File: config.mk
export PLATFORM = sky130hd
export DESIGN_NAME = bram_arbiter
export DESIGN_NICKNAME = d
export VERILOG_FILES = /design/src/rtl/bram_arb_pkg.sv /design/src/rtl/bram_arb_tagpipe.sv /design/src/rtl/bram_arbiter.sv
export SDC_FILE = /design/constraint.sdc
export NUM_CORES = 1
export LEC_CHECK = 0
export BUFFER_PORTS_ARGS = -buffer_cell sky130_fd_sc_hd__buf_2
export CAP_MARGIN = 20
export CORE_AREA = 4 4 130 132
export DETAILED_ROUTE_END_ITERATION = 10
export DIE_AREA = 0 0 134 136
export PLACE_DENSITY = 0.56
export SYNTH_ARGS = -nofsm -noshare
export SYNTH_HDL_FRONTEND = slang
export SYNTH_SLANG_ARGS = --single-unit
export TNS_END_PERCENT = 20
File: constraint.sdc
create_clock -name clk -period 1.5 [get_ports clk]
set_clock_uncertainty 0.05 [all_clocks]
set_input_delay 0.3 -clock clk [delete_from_list [all_inputs] [get_ports clk]]
set_output_delay 0.3 -clock clk [all_outputs]
set_load 0.005 [all_outputs]
File: src/rtl/bram_arb_pkg.sv
// Shared types and defaults for the BRAM arbiter: FSM encoding, tag record, default sizing.
package bram_arb_pkg;

  localparam int DEF_NUM_REQ   = 3;
  localparam int DEF_BURST_LEN = 8;
  localparam int DEF_MEM_DELAY = 2;

  // Width needed to index n items, never less than one bit.
  function automatic int id_width(input int n);
    return (n > 1) ? $clog2(n) : 1;
  endfunction

  localparam int DEF_ID_W = id_width(DEF_NUM_REQ);

  typedef enum logic {
    IDLE  = 1'b0,
    GRANT = 1'b1
  } state_t;

  // Read tag travelling alongside an outstanding BRAM read.
  typedef struct packed {
    logic                valid;
    logic [DEF_ID_W-1:0] id;
  } tag_t;

endpackage

File: src/rtl/bram_arb_tagpipe.sv
// Fixed-depth shift register that carries the requester id of each read until its data returns.
module bram_arb_tagpipe
  import bram_arb_pkg::*;
#(
  parameter int DEPTH = DEF_MEM_DELAY,
  parameter int ID_W  = DEF_ID_W
) (
  input  logic            clk,
  input  logic            rst,
  input  logic            push_valid,
  input  logic [ID_W-1:0] push_id,
  output logic            out_valid,
  output logic [ID_W-1:0] out_id,
  output logic            any_valid
);

  logic [DEPTH-1:0] vld;
  logic [ID_W-1:0]  ids [DEPTH];

  always_ff @(posedge clk) begin
    if (rst) begin
      vld <= '0;
    end else begin
      vld[0] <= push_valid;
      for (int k = 1; k < DEPTH; k++) vld[k] <= vld[k-1];
    end
  end

  // NOTE: only the valid bits are reset; an id is never looked at unless its valid is set,
  // so the id storage stays a plain reset-free shift register.
  always_ff @(posedge clk) begin
    ids[0] <= push_id;
    for (int k = 1; k < DEPTH; k++) ids[k] <= ids[k-1];
  end

  assign out_valid = vld[DEPTH-1];
  assign out_id    = ids[DEPTH-1];
  assign any_valid = |vld;

endmodule

File: src/rtl/bram_arbiter.sv
// Fixed-priority burst arbiter in front of a BRAM controller with tagged read-data return.
// Optional debug outputs (dbg_err, dbg_beats) are built when BRAM_ARB_DBG_EN is defined.
module bram_arbiter
  import bram_arb_pkg::*;
#(
  parameter int NUM_REQ    = DEF_NUM_REQ,
  parameter int DAT_WIDTH  = 32,
  parameter int ADDR_WIDTH = 32,
  parameter int MEM_DELAY  = DEF_MEM_DELAY,
  parameter int BURST_LEN  = DEF_BURST_LEN
) (
  input  logic                          clk,
  input  logic                          rst,
  input  logic [NUM_REQ-1:0]            req_valid,
  input  logic [NUM_REQ-1:0]            req_wren,
  output logic [NUM_REQ-1:0]            req_ready,
  input  logic [NUM_REQ*ADDR_WIDTH-1:0] req_addr,
  input  logic [NUM_REQ*DAT_WIDTH-1:0]  req_idat,
  output logic [NUM_REQ-1:0]            rsp_valid,
  output logic [DAT_WIDTH-1:0]          rsp_dat,
  output logic [ADDR_WIDTH-1:0]         ctl_addr,
  output logic                          ctl_wren,
  output logic [DAT_WIDTH-1:0]          ctl_idat,
  output logic                          ctl_rden,
  input  logic [DAT_WIDTH-1:0]          ctl_odat,
  input  logic                          ctl_oval,
  output logic                          busy
`ifdef BRAM_ARB_DBG_EN
  ,
  output logic                          dbg_err,
  output logic [NUM_REQ*16-1:0]         dbg_beats
`endif
);

  localparam int ID_W  = id_width(NUM_REQ);
  localparam int CNT_W = id_width(BURST_LEN);

  state_t           state;
  logic [ID_W-1:0]  grant;
  logic [ID_W-1:0]  sel;
  logic [CNT_W-1:0] beat_cnt;
  logic             xfer;
  logic             tag_valid;
  logic [ID_W-1:0]  tag_id;
  logic             tag_any;

  // NOTE: every always_comb output gets a default first, so no path leaves it unassigned
  // and no latch is inferred.
  always_comb begin
    sel = '0;
    for (int i = NUM_REQ - 1; i >= 0; i--) begin
      if (req_valid[i]) sel = ID_W'(i);
    end
  end

  // Reset gates the datapath so nothing leaks out of a stale GRANT during the reset cycle.
  assign xfer = (state == GRANT) && req_valid[grant] && !rst;

  always_comb begin
    req_ready = '0;
    if (xfer) req_ready[grant] = 1'b1;
  end

  assign ctl_addr = req_addr[int'(grant)*ADDR_WIDTH +: ADDR_WIDTH];
  assign ctl_idat = req_idat[int'(grant)*DAT_WIDTH +: DAT_WIDTH];
  assign ctl_wren = xfer && req_wren[grant];
  assign ctl_rden = xfer && !req_wren[grant];

  // NOTE: registered state is written with <= so every flop samples pre-edge values.
  always_ff @(posedge clk) begin
    if (rst) begin
      state    <= IDLE;
      grant    <= '0;
      beat_cnt <= '0;
    end else begin
      case (state)
        IDLE: begin
          if (|req_valid) begin
            grant    <= sel;
            beat_cnt <= '0;
            state    <= GRANT;
          end
        end
        GRANT: begin
          if (!req_valid[grant]) begin
            state <= IDLE;
          end else begin
            beat_cnt <= beat_cnt + 1'b1;
            if (beat_cnt == CNT_W'(BURST_LEN - 1)) state <= IDLE;
          end
        end
        default: state <= IDLE;
      endcase
    end
  end

  bram_arb_tagpipe #(
    .DEPTH (MEM_DELAY),
    .ID_W  (ID_W)
  ) u_tagpipe (
    .clk        (clk),
    .rst        (rst),
    .push_valid (ctl_rden),
    .push_id    (grant),
    .out_valid  (tag_valid),
    .out_id     (tag_id),
    .any_valid  (tag_any)
  );

  // Returned data without a matching tag (spurious or dropped by reset) is discarded.
  always_comb begin
    rsp_valid = '0;
    if (ctl_oval && tag_valid && !rst) rsp_valid[tag_id] = 1'b1;
  end

  assign rsp_dat = ctl_odat;
  assign busy    = !rst && ((state == GRANT) || tag_any);

`ifdef BRAM_ARB_DBG_EN
  always_ff @(posedge clk) begin
    if (rst)                       dbg_err <= 1'b0;
    else if (ctl_oval && !tag_valid) dbg_err <= 1'b1;
  end

  always_ff @(posedge clk) begin
    if (rst) begin
      dbg_beats <= '0;
    end else begin
      for (int i = 0; i < NUM_REQ; i++) begin
        if (req_ready[i] && (dbg_beats[i*16 +: 16] != 16'hFFFF))
          dbg_beats[i*16 +: 16] <= dbg_beats[i*16 +: 16] + 16'd1;
      end
    end
  end
`endif

endmodule
# Yosys cells after proc, flatten, opt, wreduce, memory -nomap -nowiden
# Memory sizes are Yosys's and may differ from the RTL's.
# Cells that the tools add are included.
# totals
regBits,8
mem_bits_rw,4
input_bits,233
output_inout_bits,105
wordCells,52
mem_count,1
# mem_list
name,words,word_bits,rd,rd_ports_with_merged_regs,wr,line_no,rtl
u_tagpipe.ids,2,2,2,0,2,bram_arb_tagpipe.sv:18,logic [ID_W-1:0] ids [DEPTH];
# op_classes
add_sub_neg,1
n_lt_le_gt_ge,4
n_eq_ne,3
n_shift,2
mux,20
bitwise_logic,1
reduce_logical,16
# op_table
cell,count
$shiftx A96 B8 Y32,2
$mux W3,4
$logic_and A1 B1 Y1,9
$mux W1,7
$lt A2 B3 Y1 const B,2
$mux W2,3
$pmux W3 S2,1
$bmux W1 S2,2
$demux W1 S2,2
$ge A2 B1 Y1 const B,2
$reduce_and A2 Y1,2
$add A3 B1 Y3 const B,1
$eq A3 B3 Y1 const B,1
$reduce_or A3 Y1,1
$logic_not A1 Y1,2
$ne A2 B1 Y1 const B,1
$ne A2 B2 Y1 const B,1
$pmux W1 S2,1
$reduce_or A2 Y1,1
$logic_or A1 B1 Y1,1
$not A1 Y1,1

# Logic depth before layout (Yosys ltp)
# depth
depth_word,5
ltp_mapped,6
mapped_depth_nobuf,4

# Modules after synthesis
# Synthesis repeated with hierarchy kept, for this count alone.
# hier_totals
hier_cells,306
area_unflattened_um2,2112.0
# modules_own_cells
mod,instances,cells_per_inst,area_each_um2,seq_area_each_um2
bram_arbiter,1,295,1958.1,120.1
bram_arb_tagpipe,1,11,153.9,120.1

# Worst setup path before layout
# OpenSTA, ideal clock, no wires.
# synth_path
path_type,reg-to-output
start,register grant[0]
end,output req_ready[2]
arrival_time_ns,1.212
setup_slack_ns,-0.062
path_stages_with_launch,6
path_cell_list,dfxtp_1 -> buf_2 -> buf_2 -> o21ai_2 -> nand2_1 -> nor4b_1
# synth_between
elab_chain_len,5
# synth_lines
element,line_no,rtl
"start, declared",bram_arbiter.sv:39,logic [ID_W-1:0] grant;
"start signal, assigned",bram_arbiter.sv:79,grant <= sel;
"$lt A2 B3 Y1 (implied by the code), or another cell as far along",bram_arbiter.sv:61,if (xfer) req_ready[grant] = 1'b1;
$logic_and A1 B1 Y1 (implied by the code) / $mux W1 (equally long branches),"bram_arbiter.sv:61, bram_arbiter.sv:57",
$mux W1 (implied by the code) / $logic_and A1 B1 Y1 (equally long branches),"bram_arbiter.sv:61, bram_arbiter.sv:57",
$demux W1 S2 / $logic_and A1 B1 Y1 (equally long branches),"bram_arbiter.sv:61, bram_arbiter.sv:57",
$mux W3 *,bram_arbiter.sv:61,
"end, declared",bram_arbiter.sv:16,"output logic [NUM_REQ-1:0] req_ready,"
# Every way passes the cells marked *; elsewhere a longest branch is shown, timed or not. The select of a mux whose other input is x is not followed.

# Final worst setup path
# layout_path
start,register grant[0]
end,output ctl_rden
# layout_between
elab_chain_len,5
# layout_lines
element,line_no,rtl
$bmux W1 S2,bram_arbiter.sv:57,assign xfer = (state == GRANT) && req_valid[grant] && !rst;
$mux W1 (implied by the code),bram_arbiter.sv:57,
$logic_and A1 B1 Y1 (2 in series),bram_arbiter.sv:57,
$logic_and A1 B1 Y1 *,bram_arbiter.sv:67,assign ctl_rden = xfer && !req_wren[grant];
"end, declared",bram_arbiter.sv:24,"output logic ctl_rden,"
# Marks and branches as above.

==> flow_summary_export.csv <==
group,metric,value,unit
status,outcome,"finished, violations left",
status,violations,"setup timing",
floorplanning,die_w,134,um
placement,dp.cells,773,
power_and_ir_drop,ir_worst_vdd,366,uV
cts,clock_sinks,12,
timing,min_period_over_period,120,%
cells_and_area,fill_cells,1735,
cells_and_area,antenna_cells,0,
routing,wirelength,11500,um
cts,clk_pin_slew,0.05,ns
setup_path,path_max_fanout,11,
logic_synthesis,synth_mux_area_share,31.5,%
cts,cts_tree,"done",
grt,grt_antenna_before_repair,0,
routing,drtPass1Iterations,4,
hold_path,whs_path_depth,0,
timing,setup_ws,-0.303,ns
cts,clk_path_buf_depth,2,
cells_and_area,final_cell_mix,"buf_2 (272), mux2i_1 (61), nand2_1 (51)",
cells_and_area,syn_to_final_growth,102,%
routing,remaining_drc_errors,0,
routing,ant_nets,0,
setup_path,r2r-start,"grant[1]",
timing,slew_headroom,84.4,%
placement,finalWeightedCongestion,0.751,
logic_synthesis,synth-seq-cells,12,
power_and_ir_drop,p_leak,0.00199,uW
logic_synthesis,synth_xor_area_share,0,%
logic_synthesis,synth_cells,307,
logic_synthesis,async_flop_share,0,%
logic_synthesis,synth_nets,542,
floorplanning,core_area,15700,um^2
logic_synthesis,synth_compound_area_share,19.4,%
cells_and_area,multiInputGateArea,1610,um^2
placement,place_hpwl,9400,um
cells_and_area,layout_commonest_cell,"buf_2",
grt,first_global_vias,3095,
routing,wl_met3,1210,um
logic_synthesis,yosysSeqAreaShare,11.5,%
logic_synthesis,avgSynthCellArea,6.82,um^2
timing,rsz0062_at_grt,"yes",
setup_path,endpoint_kind,"primary output",
floorplanning,start_util,13.3,%
grt,track_usage,10.5,%
setup_path,crit_path_start_kind,"flip-flop",
logic_synthesis,netlist.area_leader.share,31.5,%
setup_path,required,1.15,ns
cts,root_buffer,"clkbuf_16",
placement,dp_slack,-0.0661,ns
timing,min_period,1.80,ns
logic_synthesis,synth_warnings,0,
floorplanning,dieArea,18200,um^2
logic_synthesis,synth_fa_ha_area_share,1.19,%
hold_path,hp-start,"u_tagpipe.ids[0][0]",
hold_path,hold_path.class,"flip-flop to flip-flop",
logic_synthesis,yosys.area_share.simple,18.8,%
cts,insertion_delay,0.24,ns
routing,wl_met1,4250,um
cells_and_area,drive_above_1_share,63.3,%
grt,grt.overflow.total,0,
cts,h-tree-depth,1,
grt,grt_max_degree,32,
cts,cts_buffers,3,
setup_path,reg2reg_to,"state",
logic_synthesis,synth_top_area_cell,"mux2i_1",
cells_and_area,instances_no_fill,794,
routing,highest-signal-layer,"met4",
logic_synthesis,synth_cell_types,23,
setup_path,reg2reg_slack,0.04,ns
timing,max_freq,555,MHz
setup_path,critPathKind,"flip-flop to primary output",
timing,setup_violations,69,
cts,ctsHoldBuffers,0,
routing,drtIter0Drc,61,
power_and_ir_drop,power,2040,uW
power_and_ir_drop,power.density,483,nW/um^2
logic_synthesis,synth-main-ff-cell,"dfxtp_1",
grt,grt_pass1_wl,15500,um
logic_synthesis,synth_top_family_by_area,"multiplexers",
floorplanning,die_h,136,um
flow_run,max_cap_violations,0,
logic_synthesis,synth_area,2090,um^2
timing,worst_pin_slew,0.228,ns
cells_and_area,nets,814,
routing,wl_per_cell,14.5,um
logic_synthesis,yosys-top-cells-area,"mux2i_1 (32%), o21ai_0 (16%), buf_4 (13%)",
cells_and_area,regArea,249,um^2
routing,wl_met2,5860,um
logic_synthesis,synth_edf_count,0,
setup_path,cp.arrival,1.45,ns
timing,hold_viol,0,
timing,finalMaxSlewViolations,0,
placement,io_buffers,273,
setup_path,ff2ff_path_depth,5,
routing,via_per_inst,4.03,
floorplanning,rows,46,
routing,via_count,3197,
hold_path,min_to,"u_tagpipe.ids[0][2]",
floorplanning,pin_count,338,
-- flip-flops by register name, summed over array words and instances (netlist names) --
signal         cells
u_tagpipe.ids      4
beat_cnt           3
grant              2
u_tagpipe.vld      2
state              1
-- cells in the mapped netlist (3+ instances only) --
cell and n:
nor2_1 5, o211ai_1 3, buf_4 36, nand2_1 66, clkbuf_1 8, nor3b_1 5, nor3_1 4, nand3_1 3
mux2i_1 66, o21ai_0 65, buf_2 12, a21oi_1 7, dfxtp_1 12
-- stage by stage --
step                      utilization, %  setup TNS (ns)  hold WS (ns)  area (um^2)
after floorplan                        -         -0.0291         0.260         2100
after global placement              23.9          -0.465         0.263         3760
after detailed placement            23.9          -0.976         0.274         3760
after CTS                           25.0          -17.00         0.283         3930
after global routing                26.9          -21.84         0.295         4230
final                               26.9          -16.07         0.277         4230
-- worst max path at each step --
stage,start,end,slack (ns),depth (start not counted)
3_3_place_gp,grant[1],ctl_addr[6],-0.05,5
3_5_place_dp,grant[1],req_ready[2],-0.07,5
5_1_grt,grant[1],req_ready[2],-0.38,5
2_1_floorplan,grant[0],req_ready[1],-0.01,5
4_1_cts,grant[0],ctl_addr[6],-0.30,6
6_report,grant[0],ctl_rden,-0.30,6
-- where the power goes --
part	internal, uW	switching [uW]
clock	357	130
sequential	336	16.9
combinational	686	519
-- layout make-up --
cell class	count	share of cell area [%]
Timing Repair Buffer	323	47.6
Tap cell	216	6.38
Multi-Input combinational cell	237	38.1
Sequential cell	12	5.88
Inverter	2	0.177
Clock buffer	4	1.86
-- cell families after synthesis --
family | after synthesis
adders and majority gates | 2
DFF | 12
and+or+nand+nor | 91
AOI/OAI and AO/OA | 78
buffers and inverters | 58
muxes | 66
-- per-layer routing --
layer / vias up / track usage, %
met1: 1366 / 11.7
li1: 1590 / -
met3: 12 / 3.33
met2: 229 / 19.0
met5: - / 0
met4: 0 / 2.97
-- what timing repair did --
item | 4_1_cts | 5_1_grt
cloned | 0 | 6
setup endpoints to repair | 69 | 72
gates resized for setup | 56 | 48
pin swaps | 5 | 0
buffers inserted | 4 | 7
-- critical path, stage by stage (launching register included) --
cell and delay, ns:
dfxtp_4 0.35, nor2b_4 0.13, buf_12 0.14, buf_12 0.14
a21oi_2 0.16, nor3b_2 0.17, buf_2 0.13
No activity file was read; power rests on OpenSTA's default activity.
